===== src/rtl/layer_controller_if.sv =====
// Command and datapath-control bundle between the layer sequencer and its
// command issuer / PE array.
interface layer_controller_if #(
    parameter int CNT_W = 4,
    parameter int WIN_W = 10
);
    logic             start;
    logic [1:0]       mode;
    logic [CNT_W-1:0] taps;
    logic [WIN_W-1:0] windows;
    logic             wr_ready;
    logic             ifm_read;
    logic             wgt_read;
    logic             bias_read;
    logic             acc_clr;
    logic             comp_en;
    logic             wr_en;
    logic             busy;
    logic             done;
    logic             err;

    modport master (
        output start, mode, taps, windows, wr_ready,
        input  ifm_read, wgt_read, bias_read, acc_clr, comp_en, wr_en, busy, done, err
    );

    modport slave (
        input  start, mode, taps, windows, wr_ready,
        output ifm_read, wgt_read, bias_read, acc_clr, comp_en, wr_en, busy, done, err
    );
endinterface


===== src/rtl/layer_controller.sv =====
// Read/compute/write sequencer for one CNN layer command; all outputs registered.
// Optional CTRL_SUSPEND_EN adds a suspend port and a SUSPEND freeze state.
//
// state   | meaning
// IDLE    | waiting for start; illegal commands pulse err
// READ    | one read beat per cycle, tap_cnt 0..taps-1
// COMP    | compute for COMP_LAT cycles (down-counter lat_cnt)
// WRITE   | wr_en held until wr_ready
// FINISH  | one-cycle done pulse
// SUSPEND | frozen; resumes resume_q at held counts (CTRL_SUSPEND_EN only)
module layer_controller #(
    parameter int CNT_W    = 4,
    parameter int WIN_W    = 10,
    parameter int COMP_LAT = 3
) (
    input logic clk,
    input logic rst_n,
`ifdef CTRL_SUSPEND_EN
    input logic suspend,
`endif
    layer_controller_if.slave bus
);
    localparam int LAT_W = (COMP_LAT > 1) ? $clog2(COMP_LAT) : 1;
    localparam logic [1:0] MODE_CONV  = 2'b00;
    localparam logic [1:0] MODE_FULLY = 2'b10;
    localparam logic [1:0] MODE_BAD   = 2'b11;

    typedef enum logic [2:0] {
        IDLE, READ, COMP, WRITE, FINISH
`ifdef CTRL_SUSPEND_EN
        , SUSPEND
`endif
    } state_t;

    state_t           state, state_nxt;
    logic [1:0]       mode_q, mode_nxt;
    logic [CNT_W-1:0] taps_q, taps_nxt, tap_cnt, tap_nxt;
    logic [WIN_W-1:0] windows_q, windows_nxt, win_cnt, win_nxt;
    logic [LAT_W-1:0] lat_cnt, lat_nxt;
    logic             cmd_bad, beat0;
    logic             ifm_nxt, wgt_nxt, bias_nxt, acc_nxt, comp_nxt, wr_nxt;
    logic             busy_nxt, done_nxt, err_nxt;
`ifdef CTRL_SUSPEND_EN
    state_t           resume_q, resume_nxt;
`endif

    always_comb begin
        state_nxt   = state;
        mode_nxt    = mode_q;
        taps_nxt    = taps_q;
        windows_nxt = windows_q;
        tap_nxt     = tap_cnt;
        win_nxt     = win_cnt;
        lat_nxt     = lat_cnt;
        err_nxt     = 1'b0;
`ifdef CTRL_SUSPEND_EN
        resume_nxt  = resume_q;
`endif
        cmd_bad = (bus.mode == MODE_BAD) || (bus.taps == '0) || (bus.windows == '0);

        case (state)
            IDLE: begin
                if (bus.start) begin
                    if (cmd_bad) begin
                        err_nxt = 1'b1;
                    end else begin
                        mode_nxt    = bus.mode;
                        taps_nxt    = bus.taps;
                        windows_nxt = bus.windows;
                        tap_nxt     = '0;
                        win_nxt     = '0;
                        state_nxt   = READ;
                    end
                end
            end
            READ: begin
                if (tap_cnt == taps_q - CNT_W'(1)) begin
                    lat_nxt   = LAT_W'(COMP_LAT - 1);
                    state_nxt = COMP;
                end else begin
                    tap_nxt = tap_cnt + CNT_W'(1);
                end
            end
            COMP: begin
                if (lat_cnt == '0) state_nxt = WRITE;
                else               lat_nxt   = lat_cnt - LAT_W'(1);
            end
            WRITE: begin
                if (bus.wr_ready) begin
                    if (win_cnt == windows_q - WIN_W'(1)) begin
                        state_nxt = FINISH;
                    end else begin
                        win_nxt   = win_cnt + WIN_W'(1);
                        tap_nxt   = '0;
                        state_nxt = READ;
                    end
                end
            end
            FINISH: state_nxt = IDLE;
`ifdef CTRL_SUSPEND_EN
            SUSPEND: if (!suspend) state_nxt = resume_q;
`endif
            default: state_nxt = IDLE;
        endcase

`ifdef CTRL_SUSPEND_EN
        // Counters have already advanced past the beat issued this cycle, so
        // resuming at the held values neither drops nor repeats a beat.
        if (suspend && (state == READ || state == COMP)) begin
            resume_nxt = state_nxt;
            state_nxt  = SUSPEND;
        end
`endif

        beat0    = (tap_nxt == '0);
        ifm_nxt  = (state_nxt == READ);
        wgt_nxt  = ifm_nxt && ((mode_nxt == MODE_CONV && beat0) || mode_nxt == MODE_FULLY);
        bias_nxt = ifm_nxt && (mode_nxt == MODE_CONV) && beat0;
        acc_nxt  = ifm_nxt && beat0 && (mode_nxt != MODE_FULLY || win_nxt == '0);
        comp_nxt = (state_nxt == COMP);
        wr_nxt   = (state_nxt == WRITE);
        busy_nxt = (state_nxt != IDLE);
        done_nxt = (state_nxt == FINISH);
    end

    always_ff @(posedge clk or negedge rst_n) begin
        if (!rst_n) begin
            state         <= IDLE;
            mode_q        <= '0;
            taps_q        <= '0;
            windows_q     <= '0;
            tap_cnt       <= '0;
            win_cnt       <= '0;
            lat_cnt       <= '0;
            bus.ifm_read  <= 1'b0;
            bus.wgt_read  <= 1'b0;
            bus.bias_read <= 1'b0;
            bus.acc_clr   <= 1'b0;
            bus.comp_en   <= 1'b0;
            bus.wr_en     <= 1'b0;
            bus.busy      <= 1'b0;
            bus.done      <= 1'b0;
            bus.err       <= 1'b0;
        end else begin
            state         <= state_nxt;
            mode_q        <= mode_nxt;
            taps_q        <= taps_nxt;
            windows_q     <= windows_nxt;
            tap_cnt       <= tap_nxt;
            win_cnt       <= win_nxt;
            lat_cnt       <= lat_nxt;
            bus.ifm_read  <= ifm_nxt;
            bus.wgt_read  <= wgt_nxt;
            bus.bias_read <= bias_nxt;
            bus.acc_clr   <= acc_nxt;
            bus.comp_en   <= comp_nxt;
            bus.wr_en     <= wr_nxt;
            bus.busy      <= busy_nxt;
            bus.done      <= done_nxt;
            bus.err       <= err_nxt;
        end
    end

`ifdef CTRL_SUSPEND_EN
    always_ff @(posedge clk or negedge rst_n) begin
        if (!rst_n) resume_q <= IDLE;
        else        resume_q <= resume_nxt;
    end
`endif
endmodule


===== src/flat_wrapper.sv =====
// flat-port wrapper written by rule: the top's interface ports become plain ports
module layer_controller_flat 
#(
    parameter int CNT_W    = 4,
    parameter int WIN_W    = 10,
    parameter int COMP_LAT = 3
)
  (clk, rst_n, bus_start, bus_mode, bus_taps, bus_windows, bus_wr_ready, bus_ifm_read, bus_wgt_read, bus_bias_read, bus_acc_clr, bus_comp_en, bus_wr_en, bus_busy, bus_done, bus_err);
  layer_controller_if #(.CNT_W(CNT_W), .WIN_W(WIN_W)) bus_i ();
  input logic clk;
  input logic rst_n;
  input wire logic [$bits(bus_i.start)-1:0] bus_start;
  input wire logic [$bits(bus_i.mode)-1:0] bus_mode;
  input wire logic [$bits(bus_i.taps)-1:0] bus_taps;
  input wire logic [$bits(bus_i.windows)-1:0] bus_windows;
  input wire logic [$bits(bus_i.wr_ready)-1:0] bus_wr_ready;
  output wire logic [$bits(bus_i.ifm_read)-1:0] bus_ifm_read;
  output wire logic [$bits(bus_i.wgt_read)-1:0] bus_wgt_read;
  output wire logic [$bits(bus_i.bias_read)-1:0] bus_bias_read;
  output wire logic [$bits(bus_i.acc_clr)-1:0] bus_acc_clr;
  output wire logic [$bits(bus_i.comp_en)-1:0] bus_comp_en;
  output wire logic [$bits(bus_i.wr_en)-1:0] bus_wr_en;
  output wire logic [$bits(bus_i.busy)-1:0] bus_busy;
  output wire logic [$bits(bus_i.done)-1:0] bus_done;
  output wire logic [$bits(bus_i.err)-1:0] bus_err;
  assign bus_i.start = bus_start;
  assign bus_i.mode = bus_mode;
  assign bus_i.taps = bus_taps;
  assign bus_i.windows = bus_windows;
  assign bus_i.wr_ready = bus_wr_ready;
  assign bus_ifm_read = bus_i.ifm_read;
  assign bus_wgt_read = bus_i.wgt_read;
  assign bus_bias_read = bus_i.bias_read;
  assign bus_acc_clr = bus_i.acc_clr;
  assign bus_comp_en = bus_i.comp_en;
  assign bus_wr_en = bus_i.wr_en;
  assign bus_busy = bus_i.busy;
  assign bus_done = bus_i.done;
  assign bus_err = bus_i.err;
  layer_controller #(.CNT_W(CNT_W), .WIN_W(WIN_W), .COMP_LAT(COMP_LAT)) u_core (.clk(clk), .rst_n(rst_n), .bus(bus_i));
endmodule

===== config.mk =====
export PLATFORM = sky130hd
export DESIGN_NAME = layer_controller_flat
export DESIGN_NICKNAME = d
export VERILOG_FILES = /design/src/rtl/layer_controller_if.sv /design/src/rtl/layer_controller.sv /design/src/flat_wrapper.sv
export SDC_FILE = /design/constraint.sdc
export NUM_CORES = 1
export LEC_CHECK = 0
export CORE_MARGIN = 10
export CORE_UTILIZATION = 51
export DETAILED_ROUTE_END_ITERATION = 10
export GPL_ROUTABILITY_DRIVEN = 0
export PLACE_DENSITY_LB_ADDON = 0.05
export SYNTH_ARGS = -nofsm -noshare
export SYNTH_HDL_FRONTEND = slang
export SYNTH_SLANG_ARGS = --single-unit

===== constraint.sdc =====
create_clock -name clk -period 2.92 [get_ports clk]
set_input_delay 0.438 -clock clk [delete_from_list [all_inputs] [get_ports clk]]
set_output_delay 0.438 -clock clk [all_outputs]
set_load 0.005 [all_outputs]

==> impl_metrics.json, run 1 <==
{
  "maxCapViolCount": 0,
  "fp.dieW_um": 90.6,
  "max_slew_margin": 0.354,
  "syn_nets": 281,
  "synth_cell_type_count": 53,
  "whs_ns": 0.298,
  "yosys_warnings": 0,
  "dr.pass1.iters": 4,
  "detailed_place_hpwl_um": 4320,
  "worstPathRequired_ns": 3.10,
  "maxSlewViolCount": 0,
  "total_power_uw": 2790,
  "clockRootBuffer": "clkbuf_8",
  "antenna_found_initial": 0,
  "worstMarginPinSlew_ns": 0.969,
  "synth_area_per_cell_um2": 9.92,
  "netlist.area_leader.share": 0.433,
  "hold_violations": 0,
  "drcViolationCount": 0,
  "layoutNonFillerInstCount": 373,
  "drt_iter0_drc": 102,
  "wire_per_inst_um": 15.3,
  "grt_usage": 0.145,
  "final_nets": 331,
  "synthArstFlopShare": 1.00,
  "clk_latency_ns": 0.29,
  "p_leak_uw": 0.00149,
  "dieHeight_um": 90.6,
  "synth-seq-cells": 44,
  "grt_remaining_overflow": 0,
  "cp.arrival_ns": 3.13,
  "cts_sinks": 44,
  "cts.clk_slew.worst_paths_ns": 0.08,
  "path_class": "reg -> reg",
  "synth-edff-count": 0,
  "via_count": 2021,
  "yosysSeqAreaShare": 0.433,
  "clockBufferDepth": 2,
  "rows": 25,
  "rsz0062_at_grt": "true",
  "io_buffers": 28,
  "post-route-util": 0.671,
  "fmax_ghz": 0.339,
  "cts_max_level": 2,
  "mostFrequentLayoutCells": "dfrtp_1 (44), clkdlybuf4s50_1 (27), buf_4 (25)",
  "synth_ff_type": "dfrtp_1",
  "route.met3.wl_um": 201,
  "wirelength_um": 5720,
  "io_pins": 29,
  "p_per_area_nw_per_um2": 869,
  "status": "finished, violations left",
  "crit_path_max_fanout": 7,
  "hp-class": "in -> async",
  "setup_viol": 1,
  "core_um2": 4790,
  "period_minus_slack_ns": 2.95,
  "ir_drop_mv": 0.527,
  "die-area_um2": 8200,
  "m1WireLength_um": 2510,
  "grt_max_degree": 45,
  "cts_tree": "done",
  "final_common_cell": "dfrtp_1",
  "post_drt_via_cell_ratio": 5.42,
  "dp.cells": 365,
  "finClkSkew_ns": 0.00965,
  "syn_area_um2": 2540,
  "grt_pass1_vias": 2071,
  "diodes": 0,
  "start_kind": "flop",
  "top_layer": "met4",
  "cp-end-kind": "flop",
  "post-route-period-util": 1.01,
  "synthTopCellsByArea": "dfrtp_1 (43%), mux2_2 (5.3%), xor2_1 (3.8%)",
  "hold_buffers": 0,
  "start_util": 0.531,
  "met2_length_um": 2910,
  "syn2layout_area_growth_pct": 26.4,
  "ant_nets": 0,
  "synth_cells": 256,
  "layout-drive-gt1-share": 0.216,
  "layout_setup_ws_ns": -0.0274,
  "violations": "setup timing",
  "numCtsBuffers": 5,
  "grt_pass1_wl_um": 9890,
  "fill_cells": 415,
  "synth_top_cell_by_area": "dfrtp_1"
}
-- where the power goes --
group,switching (µW),total [µW],internal (µW)
clock,194,404,211
sequential,208,1030,823
combinational,642,1350,712
-- per-layer routing --
metal  global-route usage  up-vias
met2                0.254       34
met4               0.0570        0
met3               0.0291        8
li1                     -     1020
met5                    0        -
met1                0.168      959
-- repair_timing --
item                       CTS  global route
gates resized for setup      3            12
setup endpoints to repair    1             6
buffers inserted             0             1
hold endpoints to repair     0             0
pin swaps                    0             6
-- registers in the layout (all words and copies together), names as in the netlist --
name	cells
u_core.bus.wr_en	1
u_core.tap_cnt	4
u_core.mode_q	2
u_core.lat_cnt	2
u_core.bus.wgt_read	1
u_core.bus.err	1
u_core.taps_q	4
u_core.bus.comp_en	1
u_core.win_cnt	10
u_core.bus.bias_read	1
u_core.bus.done	1
u_core.bus.busy	1
u_core.state	3
u_core.windows_q	10
u_core.bus.acc_clr	1
u_core.bus.ifm_read	1
-- final cells by class --
cell class	count	area, µm²	share of cell area
Timing Repair Buffer	54	474	0.148
Clock buffer	7	96.3	0.0300
Tap cell	67	83.8	0.0261
Sequential cell	44	1100	0.343
Multi-Input combinational cell	187	1400	0.437
Inverter	14	52.6	0.0164
-- metrics by stage --
stage	worst slack, ns	TNS (ns)	instance area (µm²)
finish	-0.0274	-0.0274	3210
global route	-0.220	-0.407	3210
CTS	-0.00452	-0.00452	3150
detailed placement	-0.0430	-0.0430	3040
global placement	0.0139	0	3040
floorplan	0.00800	0	2540
-- synth_stat cells (2+ instances only) --
cell type	instances
a22o_1	3
nor4_1	4
mux2i_1	6
nor3_1	7
dfrtp_1	44
nor2b_1	3
a31oi_1	2
nand3_1	14
nand2_1	21
a21oi_1	4
nand3b_1	2
and4_1	2
o211ai_1	6
or3_1	3
o2111a_1	2
nand4_1	4
nor4_2	2
mux2_2	12
o21ai_0	2
o211a_1	2
o21ai_1	8
clkbuf_1	10
or4_1	2
xnor2_1	9
o311a_1	2
nor2_1	18
xor2_1	11
nand2b_1	3
mux2_1	5
and3_1	4
inv_1	13
ha_1	5
-- kinds of logic after synthesis --
group | Yosys count | share of synthesized area
and+or+nand+nor | 98 | 0.219
muxes | 23 | 0.0990
adders and majority gates | 5 | 0.0246
DFF | 44 | 0.433
AOI/OAI and AO/OA | 41 | 0.117
xor gates and xnor gates | 20 | 0.0690
buffers and inverters | 25 | 0.0384
-- path summary, 6_finish.rpt --
kind | slack, ns | to | cells past startpoint | start
max | -0.03 | u_core.bus.acc_clr | 11 | u_core.windows_q[0]
min | 0.30 | u_core.windows_q[2] | 1 | rst_n
max reg2reg | -0.03 | u_core.bus.acc_clr | 11 | u_core.windows_q[0]
min reg2reg | 0.52 | u_core.lat_cnt[1] | 1 | u_core.lat_cnt[1]
max in group asynchronous | 2.02 | u_core.bus.done | 1 | rst_n
min in group clk | 0.52 | u_core.lat_cnt[1] | 1 | u_core.lat_cnt[1]
-- worst max-delay path, cell delays in order (launching register included) --
cell and delay, ns:
dfrtp_1 0.38, inv_1 0.06, ha_1 0.15, or4b_4 0.50
o21ba_1 0.19, o2111a_1 0.24, o2111a_2 0.19, nand4b_4 0.18
or4_4 0.50, nand4b_2 0.11, nor4_2 0.05, o311a_1 0.28
(Power assumes the default switching activity.)
==> inputs of run 2 (changes only) <==
- CORE_UTILIZATION: 51 -> 45
==> impl_metrics.json, run 2 (synthesized netlist as in run 1, its figures left out) <==
{
  "whs_ns": 0.295,
  "multi_input_area_um2": 1380,
  "layout_setup_ws_ns": -0.0202,
  "period_minus_slack_ns": 2.94,
  "clk_latency_ns": 0.30,
  "wirelength_um": 6100,
  "worstMarginPinSlew_ns": 0.988,
  "via_count": 2103,
  "post-route-period-util": 1.01,
  "setup_tns_ns": -0.0202,
  "final_common_cell": "dfrtp_1",
  "drt_iter0_drc": 122,
  "cts_max_level": 2,
  "grt_pass1_vias": 2154,
  "cts_sinks": 44,
  "die-area_um2": 9050,
  "core_um2": 5510,
  "ir_drop_mv": 0.473,
  "cts_tree": "done",
  "globalRouteMet3Util": 0.0306,
  "layoutNonFillerInstCount": 380,
  "clockBufferDepth": 2,
  "start_util": 0.461,
  "final_nets": 332,
  "violations": "setup timing",
  "regArea_um2": 1100,
  "grt_usage": 0.143,
  "finClkSkew_ns": 0.00861,
  "numCtsBuffers": 5,
  "grt-busiest-layer": "met2",
  "post-route-util": 0.579,
  "clockRootBuffer": "clkbuf_8",
  "hp-class": "in -> async",
  "detailed_place_hpwl_um": 4460,
  "dp.cells": 371,
  "p_per_area_nw_per_um2": 871,
  "maxCapViolCount": 0,
  "largestRegisters": "u_core.win_cnt (10), u_core.windows_q (10)",
  "maxSlewViolCount": 0,
  "setup_viol": 1,
  "syn2layout_area_growth_pct": 25.6,
  "dieHeight_um": 95.1,
  "start_kind": "flop",
  "diodes": 0,
  "cp-end-kind": "flop",
  "io_buffers": 28,
  "p_leak_uw": 0.00149,
  "reg2reg_slack_ns": -0.02,
  "cts.clk_slew.worst_paths_ns": 0.08,
  "worstPathRequired_ns": 3.11,
  "rsz0062_at_grt": "true",
  "grtUsageMet2": 0.243,
  "grt_pass1_wl_um": 10300,
  "grt_remaining_overflow": 0,
  "fp.dieW_um": 95.1,
  "max_slew_margin": 0.341,
  "io_pins": 29,
  "post_drt_via_cell_ratio": 5.53,
  "rows": 27,
  "hold_violations": 0,
  "hold_buffers": 0,
  "mostFrequentLayoutCells": "dfrtp_1 (44), clkdlybuf4s50_1 (27), buf_4 (26)",
  "antenna_found_initial": 0,
  "wire_per_inst_um": 16.1,
  "drcViolationCount": 0,
  "status": "finished, violations left",
  "grt_max_degree": 45,
  "layout-drive-gt1-share": 0.211,
  "met1_usage": 0.170,
  "ant_nets": 0,
  "path_class": "reg -> reg",
  "fill_cells": 495,
  "crit_path_max_fanout": 5,
  "dr.pass1.iters": 4,
  "fmax_ghz": 0.340,
  "cp.arrival_ns": 3.13
}
-- run 2: path summary, 6_finish.rpt --
check,from,endpoint,cells past startpoint
worst max-delay path,u_core.windows_q[0],u_core.bus.acc_clr,11
worst min-delay path,rst_n,u_core.windows_q[5],1
worst max register to register,u_core.windows_q[0],u_core.bus.acc_clr,11
worst min register to register,u_core.lat_cnt[1],u_core.lat_cnt[1],1
max in group asynchronous,rst_n,u_core.win_cnt[0],1
min in group clk,u_core.lat_cnt[1],u_core.lat_cnt[1],1
-- run 2: through the flow --
stage | power [µW] | setup slack, ns | area (µm²)
detailed placement | 2350 | -0.0757 | 3060
floorplan | 1860 | 0.00800 | 2540
global route | 2990 | -0.114 | 3190
finish | 2780 | -0.0202 | 3190
CTS | 2780 | -0.0178 | 3160
global placement | 2330 | -0.0530 | 3060
-- run 2: timing repair --
| action | 4_1_cts | 5_1_grt |
|---|---|---|
| setup buffers | 0 | 0 |
| endpoints found under the setup margin | 2 | 5 |
| gates resized for setup | 2 | 7 |
| pin swaps | 1 | 1 |
| cloned | 1 | 0 |
-- run 2: layer usage --
metal,up-vias,share of wire
met3,11,0.041
met4,0,0.021
met2,52,0.50
met5,-,0
met1,1017,0.44
li1,1023,-
-- run 2: layout make-up --
| class | instances | area share |
|---|---|---|
| multi-input combinational | 188 | 0.433 |
| sequential | 44 | 0.345 |
| timing repair buffer | 54 | 0.148 |
| tap | 72 | 0.0282 |
| clock buffer | 7 | 0.0271 |
| inverter | 14 | 0.0165 |
| clock inverter | 1 | 0.00235 |
-- run 2: worst max-delay path, stage by stage, from the launching register on --
cell,delay [ns]
dfrtp_1,0.38
inv_1,0.06
ha_1,0.15
or4b_4,0.48
o21ba_1,0.18
o2111a_1,0.26
o2111a_2,0.19
nand4b_4,0.18
or4_4,0.50
nand4b_2,0.11
nor4_2,0.05
o311a_1,0.29
-- run 2: power breakdown --
part           internal [µW]  total (µW)  switching, µW  leakage [µW]
Combinational            694        1370            673      0.000885
Clock                    192         397            204     0.0000445
Sequential               823        1010            190      0.000557
Total                   1710        2780           1070       0.00149
==> inputs of run 3 (changes only) <==
- GPL_ROUTABILITY_DRIVEN: 0 -> not set
==> results of run 3 <==
Same layout as run 2: the final DEF is identical, and so are final timing and power.
==> RTL change (config.mk and constraints of run 2) <==
`WIN_W` is set to 10 in 3 places; all go to 5.
--- a/src/rtl/layer_controller_if.sv
+++ b/src/rtl/layer_controller_if.sv
@@ -3,5 +3,5 @@
 interface layer_controller_if #(
     parameter int CNT_W = 4,
-    parameter int WIN_W = 10
+    parameter int WIN_W = 5
 );
     logic             start;
--- a/src/rtl/layer_controller.sv
+++ b/src/rtl/layer_controller.sv
@@ -11,5 +11,5 @@
 module layer_controller #(
     parameter int CNT_W    = 4,
-    parameter int WIN_W    = 10,
+    parameter int WIN_W    = 5,
     parameter int COMP_LAT = 3
 ) (
--- a/src/flat_wrapper.sv
+++ b/src/flat_wrapper.sv
@@ -3,5 +3,5 @@
 #(
     parameter int CNT_W    = 4,
-    parameter int WIN_W    = 10,
+    parameter int WIN_W    = 5,
     parameter int COMP_LAT = 3
 )
Interface: changed (resized bus_windows); port bits go from 29 to 24. No check against the original RTL was run, so the function may have changed too.
==> RTL change against run 2 <==
Via count shrank 30%; sequential share of layout area is 2.6 points higher; worst setup slack better by 0.17 ns; power decreased by 19%; clock power shrank 9.8%; global-route usage down 2.6 points; sequential cell count down 10; routed wire length fell by 33%; synthesized area down 26%; final area decreased by 28%.
==> RTL change: results <==
metrics = {
    "outcome": {
        "status": "finished clean",
    },
    "placed_design": {
        "place_inst": 263,
        "placed_area_sq_um": 2150,
        "portBuffers": 23,
        "pre_cts_slack_ns": 0.0366,
        "hpwlAfterDp_um": 2990,
    },
    "detailed_routing": {
        "wirelength_um": 4080,
        "wl_met2_um": 1750,
        "via_per_inst": 5.39,
        "wl_met3_um": 252,
        "drt-initial-drc-count": 76,
    },
    "global_routing": {
        "grtUsageMet1": 0.147,
        "grt_pass1_wl_um": 6890,
        "grt_start_max_net_pins": 35,
        "grt_pass1_vias": 1452,
        "grt_usage": 0.116,
    },
    "final_layout": {
        "drive_gt1_frac": 0.148,
        "finalNonFillerCells": 273,
        "reg.largest.list": "u_core.win_cnt (5), u_core.windows_q (5)",
        "n_fill_cell": 364,
    },
    "sta": {
        "skew_ns": 0.00339,
        "worst_pin_slew_ns": 0.707,
    },
    "logic_synthesis": {
        "yosys.cell_types.count": 51,
        "synth_commonest_cells": "nand2_1 (36), dfrtp_1 (34), o21ai_0 (15)",
    },
    "power": {
        "ir_drop_mv": 0.460,
    },
    "worst_hold_path": {
        "hp-class": "reg -> reg",
    },
}
RTL change: cell count changes after synthesis, sizes merged, moves of 4 or more:
cell	run 2	this run
nand2	21	37
mux2	17	2
nand3	14	1
nor2	19	8
dfrtp	44	34
clkbuf	10	4
inv	14	9
mux2i	6	1
o21ai	10	15
and3	4	0
xnor2	9	5
xor2	11	7
RTL change: path summary, 6_finish.rpt:
path | slack [ns] | cells after the start | to
worst max-delay path | 0.15 | 9 | u_core.bus.busy
min in group asynchronous | 0.56 | 2 | u_core.taps_q[1]
worst max register to register | 0.15 | 9 | u_core.bus.busy
worst min-delay path | 0.51 | 2 | u_core.taps_q[3]
max in group asynchronous | 2.06 | 2 | u_core.windows_q[3]
worst min register to register | 0.51 | 2 | u_core.taps_q[3]
RTL change: layout make-up:
type	count	area, sq um	area share
multi-input combinational	143	978	0.427
sequential	34	851	0.371
clock inverter	1	5.00	0.00218
clock buffer	7	86.3	0.0377
tap	50	62.6	0.0273
inverter	9	33.8	0.0147
timing repair buffer	29	275	0.120
RTL change: kinds of logic (layout without fill, tap and decap cells):
group	after synthesis	after routing	share of synthesized area
adders and majority gates	5	5	0.0333
buffers and inverters	16	46	0.0486
and+or+nand+nor	82	82	0.233
AOI/OAI and AO/OA	39	40	0.148
xor gates and xnor gates	12	12	0.0559
DFF	34	34	0.452
muxes	4	4	0.0293
RTL change: power by group through the flow:
stage	Combinational, mW	Clock [mW]	Sequential (mW)
final	1.07	0.358	0.815
after global routing	1.20	0.399	0.844
after CTS	1.01	0.369	0.806
after detailed placement	1.01	0	0.813
after global placement	0.976	0	0.807
after floorplan	0.800	0	0.755
RTL change: what timing repair did:
action | in CTS | in global routing
endpoints found under the setup margin | 0 | 8
buffers inserted | 0 | 1
gates resized for setup | 0 | 6
